## src/rtl/instruction_fetch_if.sv

```systemverilog
// Fetch-unit bus: instruction memory request/ack plus the
// opcode handshake toward the decoder and the redirect input.
interface instruction_fetch_if;
   logic        mem_req;
   logic [15:0] mem_addr;
   logic        mem_ack;
   logic [7:0]  mem_rdata;
   logic [7:0]  opcode;
   logic        opcode_valid;
   logic        opcode_ready;
   logic [15:0] opcode_pc;
   logic        redirect;
   logic [15:0] redirect_addr;

   modport master (
      output mem_req, mem_addr, opcode, opcode_valid, opcode_pc,
      input  mem_ack, mem_rdata, opcode_ready, redirect, redirect_addr
   );

   modport slave (
      input  mem_req, mem_addr, opcode, opcode_valid, opcode_pc,
      output mem_ack, mem_rdata, opcode_ready, redirect, redirect_addr
   );
endinterface

```

## src/rtl/instruction_fetch.sv

```systemverilog
// Instruction fetch: one outstanding byte read, shift-register
// opcode buffer, redirect flush with priority over everything.
module instruction_fetch #(
   parameter logic [15:0] RESET_VECTOR = 16'h0000,
   parameter int          FIFO_DEPTH   = 2
) (
   input logic                 clk,
   input logic                 rst_n,
   instruction_fetch_if.master bus
);

   localparam int CW = $clog2(FIFO_DEPTH + 1);

   localparam logic [0:0] ST_STALL = 1'b0;
   localparam logic [0:0] ST_FETCH = 1'b1;

   typedef struct packed {
      logic [7:0]  op;
      logic [15:0] pc;
   } fq_entry_t;

   logic [0:0]  state_q, state_d;
   logic [15:0] pc_q, pc_d;
   logic [CW-1:0] count_q, count_d;
   logic        valid_q, valid_d;
   fq_entry_t   ent_q [FIFO_DEPTH];
   fq_entry_t   ent_d [FIFO_DEPTH];

   logic        push;
   logic        pop;
   logic [CW-1:0] cnt_pop;

   always_comb begin
      state_d = state_q;
      pc_d    = pc_q;
      count_d = count_q;
      ent_d   = ent_q;
      push    = 1'b0;
      pop     = 1'b0;
      cnt_pop = count_q;
      if (bus.redirect) begin
         count_d = '0;
         pc_d    = bus.redirect_addr;
         state_d = ST_FETCH;
      end else begin
         push    = (state_q == ST_FETCH) && bus.mem_ack;
         pop     = valid_q && bus.opcode_ready;
         cnt_pop = count_q - CW'(pop);
         // Head is always slot 0 so opcode/opcode_pc come straight off flops
         if (pop) begin
            for (int i = 0; i < FIFO_DEPTH - 1; i++) begin
               ent_d[i] = ent_q[i+1];
            end
         end
         for (int i = 0; i < FIFO_DEPTH; i++) begin
            if (push && (CW'(i) == cnt_pop)) begin
               ent_d[i].op = bus.mem_rdata;
               ent_d[i].pc = pc_q;
            end
         end
         count_d = cnt_pop + CW'(push);
         if (push) begin
            pc_d = pc_q + 16'd1;
         end
         state_d = (count_d < CW'(FIFO_DEPTH)) ? ST_FETCH : ST_STALL;
      end
      valid_d = (count_d != '0);
   end

   always_ff @(posedge clk or negedge rst_n) begin
      if (!rst_n) begin
         state_q <= ST_STALL;
         pc_q    <= RESET_VECTOR;
         count_q <= '0;
         valid_q <= 1'b0;
         for (int i = 0; i < FIFO_DEPTH; i++) begin
            ent_q[i] <= '0;
         end
      end else begin
         state_q <= state_d;
         pc_q    <= pc_d;
         count_q <= count_d;
         valid_q <= valid_d;
         for (int i = 0; i < FIFO_DEPTH; i++) begin
            ent_q[i] <= ent_d[i];
         end
      end
   end

   assign bus.mem_req      = state_q[0];
   assign bus.mem_addr     = pc_q;
   assign bus.opcode       = ent_q[0].op;
   assign bus.opcode_pc    = ent_q[0].pc;
   assign bus.opcode_valid = valid_q;

endmodule

```

## src/flat_wrapper.sv

```systemverilog
// flat-port wrapper written by rule: the top's interface ports become plain ports
module instruction_fetch_flat 
#(
   parameter logic [15:0] RESET_VECTOR = 16'h0000,
   parameter int          FIFO_DEPTH   = 2
)
  (clk, rst_n, bus_mem_req, bus_mem_addr, bus_opcode, bus_opcode_valid, bus_opcode_pc, bus_mem_ack, bus_mem_rdata, bus_opcode_ready, bus_redirect, bus_redirect_addr);
  instruction_fetch_if bus_i ();
  input logic clk;
  input logic rst_n;
  output wire logic [$bits(bus_i.mem_req)-1:0] bus_mem_req;
  output wire logic [$bits(bus_i.mem_addr)-1:0] bus_mem_addr;
  output wire logic [$bits(bus_i.opcode)-1:0] bus_opcode;
  output wire logic [$bits(bus_i.opcode_valid)-1:0] bus_opcode_valid;
  output wire logic [$bits(bus_i.opcode_pc)-1:0] bus_opcode_pc;
  input wire logic [$bits(bus_i.mem_ack)-1:0] bus_mem_ack;
  input wire logic [$bits(bus_i.mem_rdata)-1:0] bus_mem_rdata;
  input wire logic [$bits(bus_i.opcode_ready)-1:0] bus_opcode_ready;
  input wire logic [$bits(bus_i.redirect)-1:0] bus_redirect;
  input wire logic [$bits(bus_i.redirect_addr)-1:0] bus_redirect_addr;
  assign bus_mem_req = bus_i.mem_req;
  assign bus_mem_addr = bus_i.mem_addr;
  assign bus_opcode = bus_i.opcode;
  assign bus_opcode_valid = bus_i.opcode_valid;
  assign bus_opcode_pc = bus_i.opcode_pc;
  assign bus_i.mem_ack = bus_mem_ack;
  assign bus_i.mem_rdata = bus_mem_rdata;
  assign bus_i.opcode_ready = bus_opcode_ready;
  assign bus_i.redirect = bus_redirect;
  assign bus_i.redirect_addr = bus_redirect_addr;
  instruction_fetch #(.RESET_VECTOR(RESET_VECTOR), .FIFO_DEPTH(FIFO_DEPTH)) u_core (.clk(clk), .rst_n(rst_n), .bus(bus_i));
endmodule
```

## config.mk

```make
export PLATFORM = sky130hd
export DESIGN_NAME = instruction_fetch_flat
export DESIGN_NICKNAME = d
export VERILOG_FILES = /design/src/rtl/instruction_fetch_if.sv /design/src/rtl/instruction_fetch.sv /design/src/flat_wrapper.sv
export SDC_FILE = /design/constraint.sdc
export NUM_CORES = 1
export LEC_CHECK = 0
export BUFFER_PORTS_ARGS = -buffer_cell sky130_fd_sc_hd__buf_2
export CAP_MARGIN = 20
export CORE_ASPECT_RATIO = 0.5
export CORE_MARGIN = 2
export CORE_UTILIZATION = 49
export CTS_CLUSTER_DIAMETER = 60
export DETAILED_ROUTE_END_ITERATION = 6
export PLACE_DENSITY = 0.76
export SYNTH_ARGS = -nofsm -noshare
export SYNTH_HDL_FRONTEND = slang
export SYNTH_SLANG_ARGS = --single-unit
```

## constraint.sdc

```tcl
create_clock -name clk -period 1.9 [get_ports clk]
set_input_delay 0.095 -clock clk [delete_from_list [all_inputs] [get_ports clk]]
set_output_delay 0.095 -clock clk [all_outputs]
set_load 0.005 [all_outputs]
```

After elaboration in Yosys (flattened, before gate mapping)

Cells that the tools add are included.

Add/sub/neg operators: 3
Magnitude comparators: 1
Bitwise operators: 1
Eq/ne operators: 1
Mux-type cells: 7
Reductions and logical operators: 10

Operators by type and width:

| cell                                                             | count |
|---|---|
| 24-bit two-way mux                                               | 2 |
| 16-bit two-way mux                                               | 2 |
| 16-bit by 1-bit adder with 16-bit output (second input constant) | 1 |
| 2-bit nonzero test                                               | 3 |
| 1-bit logical AND                                                | 4 |
| 2-bit AND reduction                                              | 2 |
| 2-bit by 1-bit adder with 2-bit output                           | 1 |
| 1-bit by 2-bit == test with 1-bit output (first input constant)  | 1 |
| 2-bit zero test                                                  | 1 |
| 2-bit less-than comparator (second input constant)               | 1 |
| 1-bit two-way mux                                                | 2 |
| 2-bit two-way mux                                                | 1 |
| 2-bit by 1-bit subtractor with 2-bit output                      | 1 |
| 1-bit inverter                                                   | 1 |

Output and inout port bits: 42
Logic and storage cells: 31
Bits in registers: 68
Input bits: 29

Longest topological paths before layout

Depth in word-level cells: 6
Gate-level depth with buffers: 9

Worst setup path before layout

OpenSTA, ideal clock, no wires.

Path type: reg-to-reg
From: register u_core.valid_q (netlist: u_core.bus.opcode_valid)
To: register u_core.ent_q[0] in the netlist's numbering
Stages on the path, launching flop included: 9
Slack: -0.133 ns
Buffers on the path: 2
Arrival: 1.908 ns
Library setup time: 0.125 ns
Clock period less this slack: 2.033 ns
Cell sequence: dfrtp_1 > nand2_1 > inv_1 > ha_1 > xor2_1 > or4b_1 > buf_6 > buf_12 > mux2_4

Longest elaborated chain between the ends: 5

RTL lines:

| element                                     | RTL line                | RTL |
|---|---|---|
| from (decl)                                 | instruction_fetch.sv:25 | `logic valid_q, valid_d;` |
| from (signal assigned)                      | instruction_fetch.sv:83 | `valid_q <= valid_d;` |
| 1-bit logical AND                           | instruction_fetch.sv:47 | `pop = valid_q && bus.opcode_ready;` |
| 2-bit by 1-bit subtractor with 2-bit output | instruction_fetch.sv:48 | `cnt_pop = count_q - CW'(pop);` |
| 1-bit by 2-bit == test with 1-bit output    | instruction_fetch.sv:56 | `if (push && (CW'(i) == cnt_pop)) begin` |
| 1-bit logical AND                           | instruction_fetch.sv:56 |  |
| 2-bit AND reduction (no line)               | --                      |  |
| to (signal, indexed assignment)             | instruction_fetch.sv:85 | `ent_q[i] <= ent_d[i];` |
| to (decl)                                   | instruction_fetch.sv:26 | `fq_entry_t ent_q [FIFO_DEPTH];` |

No other way between the ends.
A chain may end at the register's enable or synchronous reset.

Final worst setup path

From: register u_core.valid_q (netlist: u_core.bus.opcode_valid)
To: register u_core.ent_q[8] in the netlist's numbering

Same word-level chain as after synthesis.

==> results.md <==
* Status: complete, but fails checks
* Failing checks: setup timing
* Crit path max-delay family: simple AND/OR/NAND/NOR gates
* Design area at 4180 µm²
* Num ports at 71
* ANT nets after route at 0
* Synth area leader: dfrtp_1
* Crit share post-route at 1.05
* Synthesized area per cell at 10.9 µm²
* Die width at 120 µm
* Syn Nets at 337
* # rows at 21
* DRT iter0 DRCs at 166
* CTS buffer count at 9
* CTS HTree Levels at 3
* Antenna fix cells at 0
* Clock slew seen by the registers of the worst setup and hold paths at 50 ps
* Die span in y at 62.1 µm
* Grt met1 use at 0.284
* DR vias/cell at 5.09
* Worst path depth at 7
* Pleak at 2.04 nW
* GRT overflow at 0
* Worst-skew pair later-pin latency at 330 ps
* Cells after Synth at 305
* First-pass GRT wire length at 12100 µm
* Grt peak-use layer: met2
* Share of the synthesized area in the top cell type at 0.514
* Post-Layout Cell Count at 475
* Pin count of the biggest net entering global routing at 49
* DP Cell Count at 441
* Worst EP arrival at 2190 ps
* Vias in the first global route at 2433
* DRC at 0
* Mapped Area at 3310 µm²
* Skew final at 5.25 ps
* Nets@finish at 410
* Met2 usage at 0.332
* Drt pass-1 iters at 4
* Setup slack, reg-to-reg at -90 ps
* FF-to-FF End: u_core.ent_q[8]
* Core area at 6620 µm²
* Final WS setup at -85.7 ps
* Hold path depth at 2
* Fin util at 0.631
* Worst path max stage delay at 580 ps
* # clock sinks at 68
* Post-synth EDFFs at 0
* Synth warn at 0
* Clock tree from TritonCTS: done
* Post-DP Area at 3650 µm²
* Via count at 2419
* WHS at 22.9 ps
* Ys async rst share at 1.00
* Setup crit end kind: register
* GR Layer Usage met3 at 0.0699
* Slew HR at 0.713
* Post-DP HPWL at 4860 µm
* Final wirelength at 7310 µm
* Hold WC Path Type: in -> reg
* Hold EP: u_core.ent_q[21]
* Reg2reg start: u_core.bus.opcode_valid
* Worst-Margin Slew at 427 ps
* Crit path time final at 1990 ps
* Hold Path Origin: bus_mem_rdata[5]
* Pwr Density at 1510 nW/µm²
* Layout cell share with drive strength beyond 1 at 0.334
* GRT Total Usage at 0.212
* Routability cong. at 0.783
* Initial antenna violation count at 0
* Post-synthesis register bit count at 68
* CP required at 2110 ps
* Fillers at 530
* IO Port Bufs at 70
* Sequential cell area fraction in the yosys report at 0.514
* Startpoint Class: register
* WL/cell at 15.4 µm
* CP max-delay cell: or4b_4
* Pre-CTS setup slack at -123 ps
* Buf/Inv on CP at 2
* Starting density of the core at 0.500
* Most area-consuming cells after synthesis: dfrtp_1 (51%), mux2i_1 (7.0%), mux2_4 (6.4%), buf_4 (5.4%), a21oi_1 (4.2%)
* Die Area at 7470 µm²
* VDD IR-drop max at 0.819 mV
* CP Class: reg -> reg
* Max clock buf depth at 2
* Clock Tree Root: clkbuf_16
* Setup Buffers After CTS at 0
* Distinct cells, synth at 29
* Critical Path Fanout Max at 7
* Fin. Hold Viols at 0
* # setup viols final at 21
* Worst Reg-to-Reg Cells at 7
* Max_cap viols at 0
* Post-synth top flop: dfrtp_1
* P&R area growth vs syn at 26.2%
* RSZ-0062 raised after global routing: yes
* Cells along the critical path: nand2_2, inv_2, ha_4, xor2_2, or4b_4, buf_16, mux2_4
* Fin. max-slew vios at 0
* Peak Freq at 504 MHz
==> synthesized netlist by cell type (7+ instances only) <==
library cell,count
clkbuf_1,7
a21oi_1,28
dfrtp_1,68
nand2_1,22
o21ai_0,18
inv_1,7
nor2_1,30
mux2_2,7
buf_4,24
mux2_4,14
xnor2_1,12
mux2i_1,23
==> metal layers <==
metal  part of all wire  up-vias
li1                   -     1171
met1               0.44     1163
met2               0.47       77
met3              0.078        8
met4              0.012        0
met5                  0        -
==> state kept, by name, summed over array words and instances, names as in the netlist <==
signal / flops
u_core.bus.opcode: 8
u_core.bus.mem_req: 1
u_core.ent_q: 24
u_core.bus.mem_addr: 16
u_core.bus.opcode_valid: 1
u_core.count_q: 2
u_core.bus.opcode_pc: 16
==> where the power goes <==
group          switching (mW)  internal, mW  leakage (nW)
Combinational            1.07          1.23          1.09
Clock                   0.581          1.01         0.139
Sequential              0.370          2.05         0.810
Total                    2.02          4.28          2.04
==> cells in the final DEF, fill, tap and decap left out, types with 2 or more instances in the layout <==
master         synthesis  layout
nand2_1               22      21
nor4_1                 6       6
buf_4                 24      12
nor3_1                 4       4
buf_16                 0       2
clkbuf_1               7       2
clkbuf_16              0       9
nor2b_1                2       2
mux2_4                14      14
dfrtp_1               68      68
dlygate4sd3_1          0      16
mux2i_1               23      23
inv_1                  7       6
buf_12                 1       3
nor2_1                30      30
mux2_2                 7       7
buf_2                  3      70
nand4_1                5       5
nand2b_1               2       2
o21ai_0               18      15
clkinv_2               0       3
a21oi_1               28      27
xnor2_1               12      12
xor2_1                 3       2
o21ai_1                0       3
ha_1                   3       2
nand3_1                5       5
==> layout make-up <==
type	instances	area, µm²	share of cell area
Multi-Input combinational cell	189	1330	0.319
Inverter	7	26.3	0.00629
Sequential cell	68	1700	0.407
Tap cell	92	115	0.0276
Clock buffer	11	233	0.0557
Timing Repair Buffer	103	716	0.171
Clock inverter	5	52.6	0.0126
==> metrics by stage <==
stage | power, mW | setup TNS, ps
6_report | 6.31 | -1580
5_1_grt | 6.70 | -2670
4_1_cts | 6.33 | -2790
3_5_place_dp | 4.58 | -2320
3_3_place_gp | 4.45 | -1100
2_1_floorplan | 4.14 | -1600
==> worst max-delay path by stage <==
stage | start | endpoint | slack, ps
after floorplan | u_core.bus.opcode_valid | u_core.ent_q[0] | -120
after global placement | u_core.bus.opcode_valid | u_core.ent_q[22] | -60
after detailed placement | u_core.bus.opcode_valid | u_core.ent_q[6] | -120
after CTS | u_core.bus.opcode_valid | u_core.ent_q[6] | -140
after global routing | u_core.bus.opcode_valid | u_core.ent_q[21] | -140
final | u_core.bus.opcode_valid | u_core.ent_q[8] | -90
==> what timing repair did <==
item | in CTS | in global routing
gates resized for setup | 8 | 2
setup endpoints to repair | 22 | 24
hold buffers | 16 | 0
endpoints found under the hold margin | 29 | 0
pin swaps | 2 | 1
gates cloned | 2 | 0
==> cell families after synthesis <==
family / share of synthesized area
and+or+nand+nor: 0.111
muxes: 0.157
DFF: 0.514
AOI/OAI and AO/OA: 0.0726
buffers and inverters: 0.0945
adders and majority gates: 0.0113
xor gates and xnor gates: 0.0397
(Power assumes the default switching activity.)
